===== src/rtl/usb_output.sv =====
// FT245 transmit path: byte FIFO from the design drained to the FTDI chip
// using the TXE#/WR write handshake.
module usb_output #(
    parameter int ADDR_BITS      = 4,
    parameter int SETUP_CYCLES   = 1,
    parameter int WR_CYCLES      = 2,
    parameter int RECOVER_CYCLES = 3
) (
    input  logic                 clk,
    input  logic                 reset,
    input  logic [7:0]           in_data,
    input  logic                 push,
    output logic                 full,
    output logic                 empty,
    output logic [ADDR_BITS:0]   count,
    output logic                 overflow,
    input  logic                 txe,
    output logic                 wr,
    output logic [7:0]           usb_data_out,
    output logic                 usb_data_oe,
    output logic [2:0]           state
);

    localparam int DEPTH_N = 1 << ADDR_BITS;
    localparam logic [ADDR_BITS:0] DEPTH = (ADDR_BITS + 1)'(DEPTH_N);
    localparam logic [ADDR_BITS:0] CNT_ONE = 1;
    localparam logic [ADDR_BITS-1:0] PTR_ONE = 1;

    typedef enum logic [2:0] {
        IDLE    = 3'd0,
        SETUP   = 3'd1,
        STROBE  = 3'd2,
        HOLD    = 3'd3,
        RECOVER = 3'd4
    } state_t;

    state_t cur, nxt;
    logic [7:0] cyc, cyc_nxt;
    logic txe_meta, txe_s;
    logic [7:0] mem [DEPTH_N];
    logic [ADDR_BITS-1:0] wptr, rptr;
    logic push_ok, pop;

    // full is judged on the pre-edge occupancy, so a pop cannot make room
    // for a push on the same edge.
    assign full    = (count == DEPTH);
    assign empty   = (count == '0);
    assign push_ok = push && !full;
    assign pop     = (cur == IDLE) && !empty && !txe_s;

    // Two-flop synchronizer for TXE#, idles as "not ready".
    always_ff @(posedge clk or posedge reset) begin
        if (reset) begin
            txe_meta <= 1'b1;
            txe_s    <= 1'b1;
        end else begin
            txe_meta <= txe;
            txe_s    <= txe_meta;
        end
    end

    // FIFO storage; contents are don't-care once pointers reset.
    always_ff @(posedge clk) begin
        if (push_ok)
            mem[wptr] <= in_data;
    end

    // FIFO pointers, occupancy and sticky overflow flag.
    always_ff @(posedge clk or posedge reset) begin
        if (reset) begin
            wptr     <= '0;
            rptr     <= '0;
            count    <= '0;
            overflow <= 1'b0;
        end else begin
            if (push_ok)
                wptr <= wptr + PTR_ONE;
            if (pop)
                rptr <= rptr + PTR_ONE;
            if (push && full)
                overflow <= 1'b1;
            case ({push_ok, pop})
                2'b10:   count <= count + CNT_ONE;
                2'b01:   count <= count - CNT_ONE;
                default: count <= count;
            endcase
        end
    end

    // Output byte register, loaded from the FIFO head when a byte starts.
    always_ff @(posedge clk or posedge reset) begin
        if (reset)
            usb_data_out <= 8'd0;
        else if (pop)
            usb_data_out <= mem[rptr];
    end

    // FSM state and phase counter registers.
    always_ff @(posedge clk or posedge reset) begin
        if (reset) begin
            cur <= IDLE;
            cyc <= 8'd0;
        end else begin
            cur <= nxt;
            cyc <= cyc_nxt;
        end
    end

    // Next-state logic walking SETUP, STROBE, HOLD and RECOVER phases.
    always_comb begin
        nxt     = cur;
        cyc_nxt = cyc + 8'd1;
        case (cur)
            IDLE: begin
                cyc_nxt = 8'd0;
                if (pop)
                    nxt = SETUP;
            end
            SETUP: begin
                if (cyc == 8'(SETUP_CYCLES - 1)) begin
                    nxt     = STROBE;
                    cyc_nxt = 8'd0;
                end
            end
            STROBE: begin
                if (cyc == 8'(WR_CYCLES - 1)) begin
                    nxt     = HOLD;
                    cyc_nxt = 8'd0;
                end
            end
            HOLD: begin
                nxt     = RECOVER;
                cyc_nxt = 8'd0;
            end
            RECOVER: begin
                if (cyc == 8'(RECOVER_CYCLES - 1)) begin
                    nxt     = IDLE;
                    cyc_nxt = 8'd0;
                end
            end
            default: begin
                nxt     = IDLE;
                cyc_nxt = 8'd0;
            end
        endcase
    end

    // Strobes decode straight from the state register so reset clears them at once.
    assign wr          = (cur == STROBE);
    assign usb_data_oe = (cur == SETUP) || (cur == STROBE) || (cur == HOLD);
    assign state       = cur;

endmodule


===== config.mk =====
export PLATFORM = sky130hd
export DESIGN_NAME = usb_output
export DESIGN_NICKNAME = d
export VERILOG_FILES = /design/src/rtl/usb_output.sv
export SDC_FILE = /design/constraint.sdc
export NUM_CORES = 1
export LEC_CHECK = 0
export CAP_MARGIN = 0
export CORE_MARGIN = 4
export CORE_UTILIZATION = 60
export DETAILED_ROUTE_END_ITERATION = 8
export PLACE_DENSITY = 0.92
export SLEW_MARGIN = 20
export SYNTH_ARGS = -nofsm -noshare
export SYNTH_HDL_FRONTEND = slang
export SYNTH_SLANG_ARGS = --single-unit

===== constraint.sdc =====
create_clock -name clk -period 3.4 [get_ports clk]
set_input_delay 0.34 -clock clk [delete_from_list [all_inputs] [get_ports clk]]
set_output_delay 0.34 -clock clk [all_outputs]
set_load 0.03 [all_outputs]

== After elaboration in Yosys (flattened, before gate mapping) ==
Memory sizes are Yosys's and may differ from the RTL's. A register that Yosys moved wholly into a read port is not among the register bits.
Cells that the tools add are included.

* Bits in registers: 27
* Latch bits: 0
* Bits in writable memories: 128
* Memory bits (read-only): 0
* Bits of input ports: 12
* Output and inout bits: 21
* Logic and storage cells: 53
* Memories kept: 1

* Add/subtract/negate cells: 5
* Multiply operators: 0
* Divide/modulo/power cells: 0
* Magnitude comparators: 0
* Eq/ne operators: 13
* Shift operators: 0
* Muxes and demuxes: 12
* Bitwise logic cells: 0
* Reduce and logical (&&, ||, !) cells: 14

{| class="wikitable"
|+ Memory list
! memory !! depth !! bits a word !! read ports !! clocked after memory_dff !! write ports !! RTL line !! RTL
|-
| mem || 16 || 8 || 1 || 1 || 1 || 40 || <nowiki>logic [7:0] mem [DEPTH_N];</nowiki>
|}

{| class="wikitable"
|+ Operator list
! kind !! count
|-
| 8-bit 2-to-1 mux || 3
|-
| 8-bit one-hot mux with 3 select lines || 1
|-
| 3-bit one-hot mux with 5 select lines || 1
|-
| 3-bit 2-to-1 mux || 4
|-
| 5-bit one-hot mux with 2 select lines || 1
|-
| 4-bit by 1-bit adder with 4-bit output, second input constant || 2
|-
| 8-bit by 1-bit adder with 8-bit output, second input constant || 1
|-
| 8-bit by 1-bit equality test with 1-bit output, second input constant || 1
|-
| 8-bit by 2-bit equality test with 1-bit output, second input constant || 1
|-
| 8-bit logical NOT || 1
|-
| 3-bit by 2-bit equality test with 1-bit output, second input constant || 2
|-
| 2-bit inequality test, second input constant || 3
|-
| 5-bit by 1-bit adder with 5-bit output, second input constant || 1
|-
| 5-bit equality test, second input constant || 1
|-
| 5-bit logical NOT || 1
|-
| 5-bit by 1-bit subtractor with 5-bit output, second input constant || 1
|-
| 1-bit logical AND || 4
|-
| 4-bit AND reduction || 1
|-
| 3-bit by 1-bit equality test with 1-bit output, second input constant || 1
|-
| 3-bit equality test, second input constant || 1
|-
| 1-bit logical NOT || 3
|-
| 3-bit logical NOT || 1
|-
| 2-bit by 1-bit equality test with 1-bit output, second input constant || 1
|-
| 2-bit equality test, second input constant || 1
|-
| other kinds (4) || 6
|}

== Longest topological paths before layout ==
Gate-level depths: netlist (run 1).

* Word-level depth: 6
* Gate-level depth with buffers: 13
* Depth with buffers taken out: 12

== Worst setup path before layout (run 1) ==
OpenSTA, ideal clock, no wires.

* Path kind: reg-to-reg
* Start: register cur[0] (netlist: state[0])
* End: register count[4]
* Library setup time: 134 ps
* Data arrival time: 3,139 ps
* Slack: 126 ps
* Cell stages (with the launch flop): 13
* Buffers on the path: 2
* Clock period less this slack: 3,274 ps
* Cell sequence: dfrtp_1 > buf_2 > or4_4 > a21oi_4 > buf_2 > ha_1 > inv_1 > fa_1 > nor2b_1 > o21ai_0 > nand3_1 > or3b_2 > xnor2_1

* Word-level cells in the longest chain between the ends: 5
* Elaborated cells between the ends (all ways): 7

{| class="wikitable"
|+ Ends and longest elaborated chain
! what !! RTL line !! RTL
|-
| start: declaration || 37 || <nowiki>state_t cur, nxt;</nowiki>
|-
| start signal: assignment || 104 || <nowiki>cur <= nxt;</nowiki>
|-
| 3-bit logical NOT (*) || 49 || <nowiki>assign pop = (cur == IDLE) && !empty && !txe_s;</nowiki>
|-
| 1-bit logical AND (*) (2 in a row) || 49 ||
|-
| via pop || 42 || <nowiki>logic push_ok, pop;</nowiki>
|-
| 2-bit by 1-bit equality test with 1-bit output / 2-bit equality test (equally long branches) || 82 || <nowiki>case ({push_ok, pop})</nowiki>
|-
| 5-bit one-hot mux with 2 select lines / 2-bit nonzero test (equally long branches) || -- ||
|-
| end signal: assignment || 83 || <nowiki>2'b10: count <= count + CNT_ONE;</nowiki>
|-
| end signal: assignment || 84 || <nowiki>2'b01: count <= count - CNT_ONE;</nowiki>
|-
| end signal: assignment || 85 || <nowiki>default: count <= count;</nowiki>
|-
| end: declaration || 15 || <nowiki>output logic [ADDR_BITS:0] count,</nowiki>
|}

The timed path passes the listed nets; every way through them passes the cells marked *.
A chain may end at the register's enable or synchronous reset.

== Worst setup path in the final report (run 1) ==
* Start: register count[0]
* End: register count[4]

* Word-level cells in the longest chain between the ends: 6
* Elaborated cells between the ends (all ways): 13

{| class="wikitable"
|+ Ends and longest elaborated chain
! what !! RTL line !! RTL
|-
| 5-bit logical NOT || 47 || <nowiki>assign empty = (count == '0);</nowiki>
|-
| 1-bit logical NOT || 49 ||
|-
| 1-bit logical AND (2 in a row) || 49 ||
|-
| 2-bit by 1-bit equality test with 1-bit output / 2-bit equality test (equally long branches) || 82 ||
|-
| 5-bit one-hot mux with 2 select lines / 2-bit nonzero test (equally long branches) || -- ||
|}

Parallel ways exist; a longest one is shown, timed or not.

==> impl_results.rst, run 1 <==
.. list-table::
   :header-rows: 1

   * - Metric
     - Value
   * - Outcome
     - finished, final reports clean
   * - # placed instances
     - 546
   * - Req. time, crit path
     - 3.84 ns
   * - Area of the core
     - 10800 µm²
   * - Maximum number of pins on one net before global-route repair
     - 36
   * - Series of cell instances along the critical path
     - nor4_4 -> nand2_1 -> and2_1 -> inv_1 -> ha_1 -> inv_1 -> fa_1 -> nor2b_1 -> o21ai_0 -> nand3_1 -> or3b_2 -> xnor2_1
   * - CTS HTree Levels
     - 4
   * - Path class of the lowest-slack min-delay path
     - input port to flip-flop
   * - Pins over their slew limit
     - 0
   * - Hold path start
     - txe
   * - Unrepaired setup endpoints after global routing
     - false
   * - Slew @ Worst Pin
     - 1.01 ns
   * - Chip Height
     - 113 µm
   * - Wire length after detailed routing
     - 14800 µm
   * - Routed length per placed instance
     - 25.6 µm
   * - Worst Path Buf+Inv
     - 2
   * - Largest vdd supply drop
     - 0.000501 V
   * - Detailed-route via count
     - 3749
   * - First-pass GRT wire length
     - 23700 µm
   * - Post-DR vias/cell
     - 6.49
   * - Worst Setup Start Kind
     - flip-flop
   * - Endpoint of the lowest-slack register-to-register path
     - count[4]
   * - Power after layout
     - 7000 µW
   * - Path type of the worst setup path
     - flip-flop to flip-flop
   * - Final Hold Viols
     - 0
   * - Worst-case clock skew
     - 0.00785 ns
   * - Cell depth of the worst min-delay path
     - 1
   * - Avg Inst Size Synth
     - 17.6 µm²
   * - Distinct cells, synth
     - 40
   * - Min Tclk post-route
     - 3.29 ns
   * - Global-route usage over all layers
     - 25.3%
   * - Pre-antenna DRT Iters
     - 5
   * - Detail Route Antenna Nets
     - 0
   * - Highest-count cells in the layout ignoring fill and taps
     - 128 x sky130_fd_sc_hd__edfxtp_1, 32 x sky130_fd_sc_hd__mux4_2, 32 x sky130_fd_sc_hd__dfrtp_1, 32 x sky130_fd_sc_hd__clkdlybuf4s50_1, 25 x sky130_fd_sc_hd__nor2_1
   * - Detail Placement HPWL
     - 8400 µm
   * - Initial antenna violation count
     - 0
   * - Leading post-synthesis cells by cell area
     - sky130_fd_sc_hd__edfxtp_1 58%, sky130_fd_sc_hd__dfrtp_1 12%, sky130_fd_sc_hd__mux4_2 11%
   * - Post-synth top area share
     - 57.7%
   * - Starting density of the core
     - 61.4%
   * - Depth of the most critical reg-to-reg path
     - 12
   * - TritonCTS clock tree
     - done
   * - # clock sinks
     - 163
   * - Setup slack after placement
     - 0.330 ns
   * - Pwr Density
     - 899 nW/µm²
   * - Timing-limited maximum frequency
     - 304 MHz
   * - Flops & latches, synth
     - 163
   * - Largest delay share family, worst path
     - simple AND/OR/NAND/NOR gates
   * - Number of synthesis warnings
     - 0
   * - Total number of cells along the worst setup path
     - 12
   * - Number of cells produced by synthesis
     - 379
   * - Count of nets after finishing
     - 451
   * - Worst setup EP type
     - flip-flop
   * - Net count after synthesis
     - 405
   * - Number of buffers added on ports
     - 32
   * - Most common cell after layout, fill and taps aside
     - sky130_fd_sc_hd__edfxtp_1
   * - Die extent in x
     - 113 µm
   * - Number of filler cells placed in the layout
     - 593
   * - Setup TNS
     - 0 ns
   * - Clock root cell
     - sky130_fd_sc_hd__clkbuf_8
   * - Peak fanout along the critical path
     - 9
   * - Min Hold Slack
     - 0.226 ns
   * - Cell mode on critical path
     - sky130_fd_sc_hd__inv_1
   * - Post-synthesis instance area
     - 6660 µm²
   * - Data arrival time of the critical path
     - 3.73 ns
   * - Final weighted congestion of routability-driven global placement
     - 0.834
   * - 1st-iter DRT viols
     - 567
   * - Multi-input logic area
     - 1800 µm²
   * - Signed area change from the synthesized netlist to the final layout
     - 16.9%
   * - Post-synthesis sequential area ratio
     - 70.9%
   * - Non-Filler Instances
     - 578
   * - Sequential standard cell area
     - 4720 µm²
   * - Reg-to-reg startpoint
     - count[0]
   * - Worst path max stage delay
     - 0.47 ns
   * - Dominant cell type by area after synthesis
     - sky130_fd_sc_hd__edfxtp_1
   * - Relative slew slack
     - 32.3%
   * - Max Buffers Root-to-Sink
     - 2
   * - Count of antenna diodes in the layout
     - 0
   * - # rows
     - 38
   * - Least setup slack across all paths after layout
     - 0.111 ns
   * - Die area
     - 12900 µm²
   * - End point of the worst hold path
     - txe_meta
   * - Total congestion overflow
     - 0
   * - DRC errors left
     - 0
   * - Setup slack of the most critical reg-to-reg path
     - 0.11 ns
   * - Share of final-layout standard cells stronger than drive strength 1
     - 22.8%
   * - Final worst-path cycle share
     - 96.7%
   * - Leakage
     - 0.00274 µW
   * - Total setup buffers inserted after CTS
     - 0
   * - Clock latency on the worst-skew pair
     - 0.53 ns
   * - Slowest cell on the critical path
     - sky130_fd_sc_hd__or3b_2
   * - # setup viols final
     - 0
   * - Via count of the first global-routing pass
     - 4026
   * - Clock-pin slew of the registers on the worst-case setup and hold paths
     - 0.07 ns
   * - TritonCTS Buffers
     - 17
   * - Maximum capacitance violations
     - 0
   * - Number of top-level pins
     - 33
cell families (layout without fill, tap and decap cells):
kind of cell	count (synthesis)	count (layout)	synth area share, %
XOR/XNOR	17	17	2.24
adder cells (fa/ha/maj)	14	14	2.74
flip-flops	163	163	70.9
AND/OR/NAND/NOR	71	71	5.54
buffers and inverters	32	91	2.16
multiplexers	42	42	12.5
AO/OA/AOI/OAI	40	40	3.94
sequential cells by signal, indices dropped and copies added, names as in the netlist:
register,cells
state,3
rptr,4
count,5
usb_data_out,8
mem,128
cyc,8
overflow,1
wptr,4
txe_meta,1
txe_s,1
cell type report:
class | instances | area share (%)
flip-flops and latches | 163 | 60.6
multi-input cells | 184 | 23.2
clock buffers | 19 | 5.54
repair buffers | 46 | 5.46
clock inverters | 13 | 2.33
well taps | 140 | 2.25
inverters | 13 | 0.626
how the worst max path moves through the flow:
stage / start / end / slack [ns]
finish: count[0] / count[4] / 0.11
global route: count[0] / count[4] / 0.03
CTS: count[0] / count[4] / 0.09
detailed placement: count[0] / count[4] / 0.33
global placement: state[0] / count[4] / 0.52
floorplan: state[0] / count[4] / 0.13
worst register-to-register path: cells and delay by family (launching register included):
kind / cells / cell delay (ns)
flip-flops: 1 / 0.46
adder cells (fa/ha/maj): 2 / 0.67
AND/OR/NAND/NOR: 6 / 1.50
XOR/XNOR: 1 / 0.19
buffers and inverters: 2 / 0.24
AO/OA/AOI/OAI: 1 / 0.13
timing repair:
action,CTS,global route
hold buffers,0,0
setup endpoints to repair,0,1
resized for setup,0,1
routing by layer:
metal | track usage, % | share of wire, % | wire length, µm
met1 | 34.3 | 37 | 5460
met2 | 39.9 | 51 | 7520
met3 | 6.04 | 8.7 | 1290
met4 | 10.6 | 3.6 | 534
met5 | 0 | 0 | 0
synth_stat cells (all sizes together):
master,number
edfxtp,128
dfrtp,33
mux4,32
nor2,25
o22ai,16
a21oi,13
ha,13
inv,13
nand2,13
buf,11
mux2,9
xnor2,9
clkbuf,8
nand3,8
xor2,8
nor3,6
o21ai,6
nand2b,5
a21o,3
and2,2
and3,2
dfstp,2
nand4,2
nor2b,2
or4,2
a2111oi,1
a22oi,1
fa,1
mux2i,1
nand4b,1
nor4,1
or2,1
or3b,1
where the power goes:
group | switching [µW] | leakage [µW] | total (µW) | internal [µW]
logic | 1280 | 0.000859 | 2280 | 1000
clock network | 776 | 0.000298 | 1990 | 1210
registers | 267 | 0.00158 | 2740 | 2470
total | 2320 | 0.00274 | 7000 | 4690
per-stage QoR:
step | util [%] | instance area, µm²
finish | 71.9 | 7790
global route | 71.9 | 7790
CTS | 71.8 | 7780
detailed placement | 66.1 | 7170
global placement | 66.1 | 7170
floorplan | - | 6660
Power figures use the tool's default switching activity.
==> inputs of run 2 (changes only) <==
--- a/config.mk
+++ b/config.mk
@@ -10,6 +10,7 @@
 export CORE_UTILIZATION = 60
 export DETAILED_ROUTE_END_ITERATION = 8
 export PLACE_DENSITY = 0.92
+export SETUP_SLACK_MARGIN = 0.4
 export SLEW_MARGIN = 20
 export SYNTH_ARGS = -nofsm -noshare
 export SYNTH_HDL_FRONTEND = slang
==> impl_results.rst, run 2 (synthesis results as in run 1) <==
.. list-table::
   :header-rows: 1

   * - Metric
     - Value
   * - Chip Height
     - 113 µm
   * - Signed area change from the synthesized netlist to the final layout
     - 16.5%
   * - Outcome
     - finished, final reports clean
   * - Depth of the most critical reg-to-reg path
     - 12
   * - Peak fanout along the critical path
     - 9
   * - Critical Path Source
     - count[3]
   * - Total congestion overflow
     - 0
   * - Worst setup EP type
     - flip-flop
   * - Global-route usage over all layers
     - 24.2%
   * - Most common cell after layout, fill and taps aside
     - sky130_fd_sc_hd__edfxtp_1
   * - Slew @ Worst Pin
     - 0.961 ns
   * - Pre-antenna DRT Iters
     - 5
   * - Total number of cells along the worst setup path
     - 12
   * - CTS HTree Levels
     - 4
   * - Number of filler cells placed in the layout
     - 601
   * - Starting density of the core
     - 61.4%
   * - Maximum number of pins on one net before global-route repair
     - 27
   * - # clock sinks
     - 163
   * - Series of cell instances along the critical path
     - nor4_4 -> nand2_1 -> and2_4 -> inv_1 -> ha_4 -> inv_1 -> fa_2 -> nor2b_2 -> o21ai_1 -> nand3_1 -> or3b_2 -> xnor2_1
   * - Worst Path Buf+Inv
     - 2
   * - Setup TNS
     - 0 ns
   * - Reg-to-reg startpoint
     - count[3]
   * - Die extent in x
     - 113 µm
   * - Data arrival time of the critical path
     - 3.30 ns
   * - Largest delay share family, worst path
     - simple AND/OR/NAND/NOR gates
   * - First-pass GRT wire length
     - 22400 µm
   * - Relative slew slack
     - 35.7%
   * - Instance area at placement
     - 7170 µm²
   * - Min Tclk post-route
     - 2.88 ns
   * - Detail Route met2 WL
     - 7650 µm
   * - Clock-pin slew of the registers on the worst-case setup and hold paths
     - 0.07 ns
   * - Met3 layer wire length in the routed design
     - 1170 µm
   * - Max Buffers Root-to-Sink
     - 2
   * - Worst path max stage delay
     - 0.46 ns
   * - Number of buffers added on ports
     - 32
   * - Number of flip-flops under the largest register name
     - 128
   * - Number of top-level pins
     - 33
   * - Path type of the worst setup path
     - flip-flop to flip-flop
   * - Req. time, crit path
     - 3.82 ns
   * - Routed length per placed instance
     - 24.8 µm
   * - Crit path capture
     - count[4]
   * - Post-DR vias/cell
     - 6.29
   * - DRT met1 WL
     - 5150 µm
   * - Area of the core
     - 10800 µm²
   * - Largest vdd supply drop
     - 0.000471 V
   * - TritonCTS clock tree
     - done
   * - Pins over their slew limit
     - 0
   * - # setup viols final
     - 0
   * - Top Layer Used
     - met4
   * - Unrepaired setup endpoints after global routing
     - false
   * - Setup slack of the most critical reg-to-reg path
     - 0.52 ns
   * - Endpoint of the lowest-slack register-to-register path
     - count[4]
   * - # rows
     - 38
   * - Final weighted congestion of routability-driven global placement
     - 0.827
   * - Path class of the lowest-slack min-delay path
     - input port to flip-flop
   * - Largest reg by FF count
     - mem
   * - Timing-limited maximum frequency
     - 347 MHz
   * - Initial antenna violation count
     - 0
   * - DRC errors left
     - 0
   * - Worst-case clock skew
     - 0.00703 ns
   * - Non-Filler Cell Area, Final
     - 7760 µm²
   * - Highest-count cells in the layout ignoring fill and taps
     - 128 x sky130_fd_sc_hd__edfxtp_1, 32 x sky130_fd_sc_hd__mux4_2, 32 x sky130_fd_sc_hd__clkdlybuf4s50_1
   * - Clock root cell
     - sky130_fd_sc_hd__clkbuf_8
   * - Leakage
     - 0.00271 µW
   * - 1st-iter DRT viols
     - 509
   * - Via count of the first global-routing pass
     - 3858
   * - Pwr Density
     - 878 nW/µm²
   * - Wire length after detailed routing
     - 14400 µm
   * - Cell mode on critical path
     - sky130_fd_sc_hd__inv_1
   * - Share of final-layout standard cells stronger than drive strength 1
     - 24.7%
   * - Top Registers
     - mem (128), cyc (8), usb_data_out (8)
   * - TritonCTS Buffers
     - 17
   * - Count of antenna diodes in the layout
     - 0
   * - Detail Placement HPWL
     - 8570 µm
   * - Final worst-path cycle share
     - 84.8%
   * - Detailed-route via count
     - 3655
   * - Clock latency on the worst-skew pair
     - 0.54 ns
   * - Maximum capacitance violations
     - 0
   * - Final Hold Viols
     - 0
   * - Detail Route Antenna Nets
     - 0
   * - Count of nets after finishing
     - 454
   * - Worst Setup Start Kind
     - flip-flop
   * - Hold buffers post-CTS
     - 0
   * - Die area
     - 12900 µm²
   * - Slowest cell on the critical path
     - sky130_fd_sc_hd__or3b_2
run 2: per-stage QoR:
stage	hold slack (ns)	worst slack [ns]	utilization (%)	std cells	total power, µW
2_1_floorplan	0.344	0.410	-	379	4300
3_3_place_gp	0.349	0.556	66.2	543	4840
3_5_place_dp	0.350	0.370	66.2	543	4980
4_1_cts	0.196	0.440	71.2	576	6770
5_1_grt	0.184	0.442	71.6	581	7120
6_report	0.206	0.516	71.6	581	6810
run 2: worst min path at each step:
stage | start | endpoint | slack (ns) | cells past startpoint
after floorplan | txe | txe_meta | 0.34 | 0
after global placement | txe_meta | txe_s | 0.35 | 0
after detailed placement | txe_meta | txe_s | 0.35 | 0
after CTS | txe | txe_meta | 0.20 | 1
after global routing | txe | txe_meta | 0.18 | 1
final | txe | txe_meta | 0.21 | 1
run 2: worst register-to-register path, stage by stage, from the launching register on:
cell and delay, ns:
sky130_fd_sc_hd__dfrtp_2 0.44, sky130_fd_sc_hd__nor4_4 0.31, sky130_fd_sc_hd__nand2_1 0.13, sky130_fd_sc_hd__and2_4 0.21, sky130_fd_sc_hd__inv_1 0.10, sky130_fd_sc_hd__ha_4 0.17, sky130_fd_sc_hd__inv_1 0.08, sky130_fd_sc_hd__fa_2 0.37
sky130_fd_sc_hd__nor2b_2 0.14, sky130_fd_sc_hd__o21ai_1 0.11, sky130_fd_sc_hd__nand3_1 0.11, sky130_fd_sc_hd__or3b_2 0.46, sky130_fd_sc_hd__xnor2_1 0.15
run 2: what timing repair did:
item                                    4_1_cts  5_1_grt
buffers inserted                              1        5
gates resized for setup                       0        5
endpoints found under the setup margin        1        1
pin swaps                                     1        0
run 2: power by group:
group          switching (µW)  total, µW  leakage, µW  internal, µW
combinational            1180       2230     0.000872          1050
clock                     814       1740     0.000264           926
sequential                366       2840      0.00157          2470
total                    2360       6810      0.00271          4450
run 2: area by class of cell:
cell class | count | area, µm² | share of cell area (%)
Sequential cell | 163 | 4730 | 60.9
Clock inverter | 13 | 116 | 1.50
Inverter | 13 | 48.8 | 0.629
Clock buffer | 19 | 422 | 5.43
Timing Repair Buffer | 49 | 448 | 5.77
Tap cell | 140 | 175 | 2.26
Multi-Input combinational cell | 184 | 1820 | 23.5
run 2: per-layer routing:
metal,track usage (%),vias to the layer above
met5,0,-
met4,10.1,0
met3,5.83,40
met2,40.2,212
met1,31.0,1843
li1,-,1560
==> inputs of run 3 (changes only) <==
==> constraint.sdc (replaced) <==
create_clock -name clk -period 2.8 [get_ports clk]
set_input_delay 0.28 -clock clk [delete_from_list [all_inputs] [get_ports clk]]
set_output_delay 0.28 -clock clk [all_outputs]
set_load 0.03 [all_outputs]
==> impl_results.rst, run 3 (synthesis results as in run 1) <==
.. list-table::
   :header-rows: 1

   * - Metric
     - Value
   * - Total congestion overflow
     - 0
   * - Cell mode on critical path
     - sky130_fd_sc_hd__inv_4
   * - Worst setup EP type
     - flip-flop
   * - Maximum capacitance violations
     - 0
   * - Slowest cell on the critical path
     - sky130_fd_sc_hd__dfrtp_2
   * - Path class of the lowest-slack min-delay path
     - input port to flip-flop
   * - Maximum number of pins on one net before global-route repair
     - 36
   * - Leakage
     - 0.00283 µW
   * - Final weighted congestion of routability-driven global placement
     - 0.784
   * - Worst-case clock skew
     - 0.0130 ns
   * - Worst path max stage delay
     - 0.43 ns
   * - Peak fanout along the critical path
     - 3
   * - Die area
     - 12900 µm²
   * - Unrepaired setup endpoints after global routing
     - true
   * - Power after layout
     - 8480 µW
   * - Routed length per placed instance
     - 25.3 µm
   * - # setup viols final
     - 0
   * - Post-DR vias/cell
     - 6.33
   * - TritonCTS Buffers
     - 17
   * - Setup TNS
     - 0 ns
   * - Count of nets after finishing
     - 470
   * - Share of final-layout standard cells stronger than drive strength 1
     - 28.9%
   * - Number of top-level pins
     - 33
   * - Relative slew slack
     - 58.0%
   * - Min Tclk post-route
     - 2.71 ns
   * - Detail Route Antenna Nets
     - 0
   * - Data arrival time of the critical path
     - 3.12 ns
   * - Clock-pin slew of the registers on the worst-case setup and hold paths
     - 0.07 ns
   * - Final Hold Viols
     - 0
   * - Detail Placement HPWL
     - 8310 µm
   * - Pre-antenna DRT Iters
     - 5
   * - Starting density of the core
     - 61.4%
   * - Slew @ Worst Pin
     - 0.630 ns
   * - Initial antenna violation count
     - 0
   * - Detailed-route via count
     - 3779
   * - TritonCTS clock tree
     - done
   * - Utilization of the core after routing
     - 73.2%
   * - Most common cell after layout, fill and taps aside
     - sky130_fd_sc_hd__edfxtp_1
   * - Pins over their slew limit
     - 0
   * - Final worst-path cycle share
     - 96.6%
   * - 1st-iter DRT viols
     - 520
   * - Req. time, crit path
     - 3.21 ns
   * - Number of flip-flops under the largest register name
     - 128
   * - Die extent in x
     - 113 µm
   * - DRC errors left
     - 0
   * - Number of buffers added on ports
     - 32
   * - Via count of the first global-routing pass
     - 3962
   * - Worst Setup Start Kind
     - flip-flop
   * - Signed area change from the synthesized netlist to the final layout
     - 19.2%
   * - Timing-limited maximum frequency
     - 370 MHz
   * - Global-route usage over all layers
     - 25.5%
   * - Path type of the worst setup path
     - flip-flop to flip-flop
   * - Area of the core
     - 10800 µm²
   * - Wire length after detailed routing
     - 15100 µm
   * - Max Buffers Root-to-Sink
     - 2
   * - CTS HTree Levels
     - 4
   * - # rows
     - 38
   * - # clock sinks
     - 163
   * - Pwr Density
     - 1070 nW/µm²
   * - Largest vdd supply drop
     - 0.000518 V
   * - Clock latency on the worst-skew pair
     - 0.53 ns
   * - First-pass GRT wire length
     - 23600 µm
   * - Chip Height
     - 113 µm
   * - Largest reg by FF count
     - mem
   * - Series of cell instances along the critical path
     - nor4_4 -> nand2_1 -> and2_4 -> inv_4 -> ha_4 -> inv_4 -> fa_2 -> nor2b_2 -> o21ai_2 -> nand3_1 -> or3b_4 -> xnor2_2
   * - Outcome
     - finished, final reports clean
   * - Count of antenna diodes in the layout
     - 0
   * - Top Registers
     - mem (128), cyc (8), usb_data_out (8)
   * - Clock root cell
     - sky130_fd_sc_hd__clkbuf_8
   * - Highest-count cells in the layout ignoring fill and taps
     - 128 x sky130_fd_sc_hd__edfxtp_1, 32 x sky130_fd_sc_hd__mux4_2, 30 x sky130_fd_sc_hd__clkdlybuf4s50_1, 30 x sky130_fd_sc_hd__buf_4, 28 x sky130_fd_sc_hd__dfrtp_1
run 3: cell types whose count changed in the layout (fill, tap and decap cells not counted), sizes merged:
cell           delta
clkbuf            -1
clkdlybuf4s50     -2
clkinvlp          +1
bufinv            +1
dlygate4sd3       +1
dlygate4sd2       +1
buf              +15
run 3: final timing paths:
kind | start | to | slack (ns) | depth (start not counted)
max in group asynchronous | reset | txe_s | 1.50 | 4
max | count[0] | count[4] | 0.09 | 12
min | txe | txe_meta | 0.21 | 1
min reg2reg | txe_meta | txe_s | 0.37 | 0
max reg2reg | count[0] | count[4] | 0.09 | 12
min in group asynchronous | reset | count[0] | 0.58 | 3
run 3: layout make-up:
type | instances | area (µm²)
clock buffers | 17 | 414
clock inverters | 15 | 144
fillers | 578 | 2900
inverters | 13 | 53.8
multi-input cells | 184 | 1840
flip-flops and latches | 163 | 4730
well taps | 140 | 175
repair buffers | 65 | 581
run 3: per-layer routing:
layer | up-vias | wire, µm | GRT usage (%) | part of all wire (%)
met2 | 224 | 7690 | 41.0 | 51
li1 | 1591 | - | - | -
met5 | - | 0 | 0 | 0
met4 | 0 | 507 | 10.6 | 3.4
met3 | 44 | 1260 | 6.47 | 8.3
met1 | 1920 | 5640 | 33.7 | 37
run 3: critical path: cells and delay by family, from the launching register on:
| family | cells | cell delay, ns |
|---|---|---|
| AO/OA/AOI/OAI | 1 | 0.08 |
| XOR/XNOR | 1 | 0.14 |
| adder cells (fa/ha/maj) | 2 | 0.52 |
| buffers and inverters | 2 | 0.11 |
| flip-flops | 1 | 0.43 |
| AND/OR/NAND/NOR | 6 | 1.30 |
run 3: repair_timing:
| action | in CTS | in global routing |
|---|---|---|
| setup endpoints to repair | 3 | 3 |
| cloned | 0 | 0 |
| hold buffers | 1 | 0 |
| resized for setup | 4 | 9 |
| buffers inserted | 6 | 1 |
| endpoints found under the hold margin | 2 | 0 |
| pin swaps | 6 | 5 |
run 3: metrics by stage:
| stage | cell area, µm² | cells | setup slack [ns] | hold slack, ns |
|---|---|---|---|---|
| after floorplan | 6720 | 379 | -0.0818 | 0.284 |
| after global placement | 7300 | 557 | 0.291 | 0.351 |
| after detailed placement | 7300 | 557 | 0.193 | 0.348 |
| after CTS | 7910 | 596 | 0.234 | 0.147 |
| after global routing | 7940 | 597 | 0.0151 | 0.181 |
| final | 7940 | 597 | 0.0949 | 0.208 |
run 3: where the power goes:
group          switching (µW)  total (µW)  internal, µW
combinational            1630        2990          1360
sequential                298        3300          3000
clock                     987        2190          1200
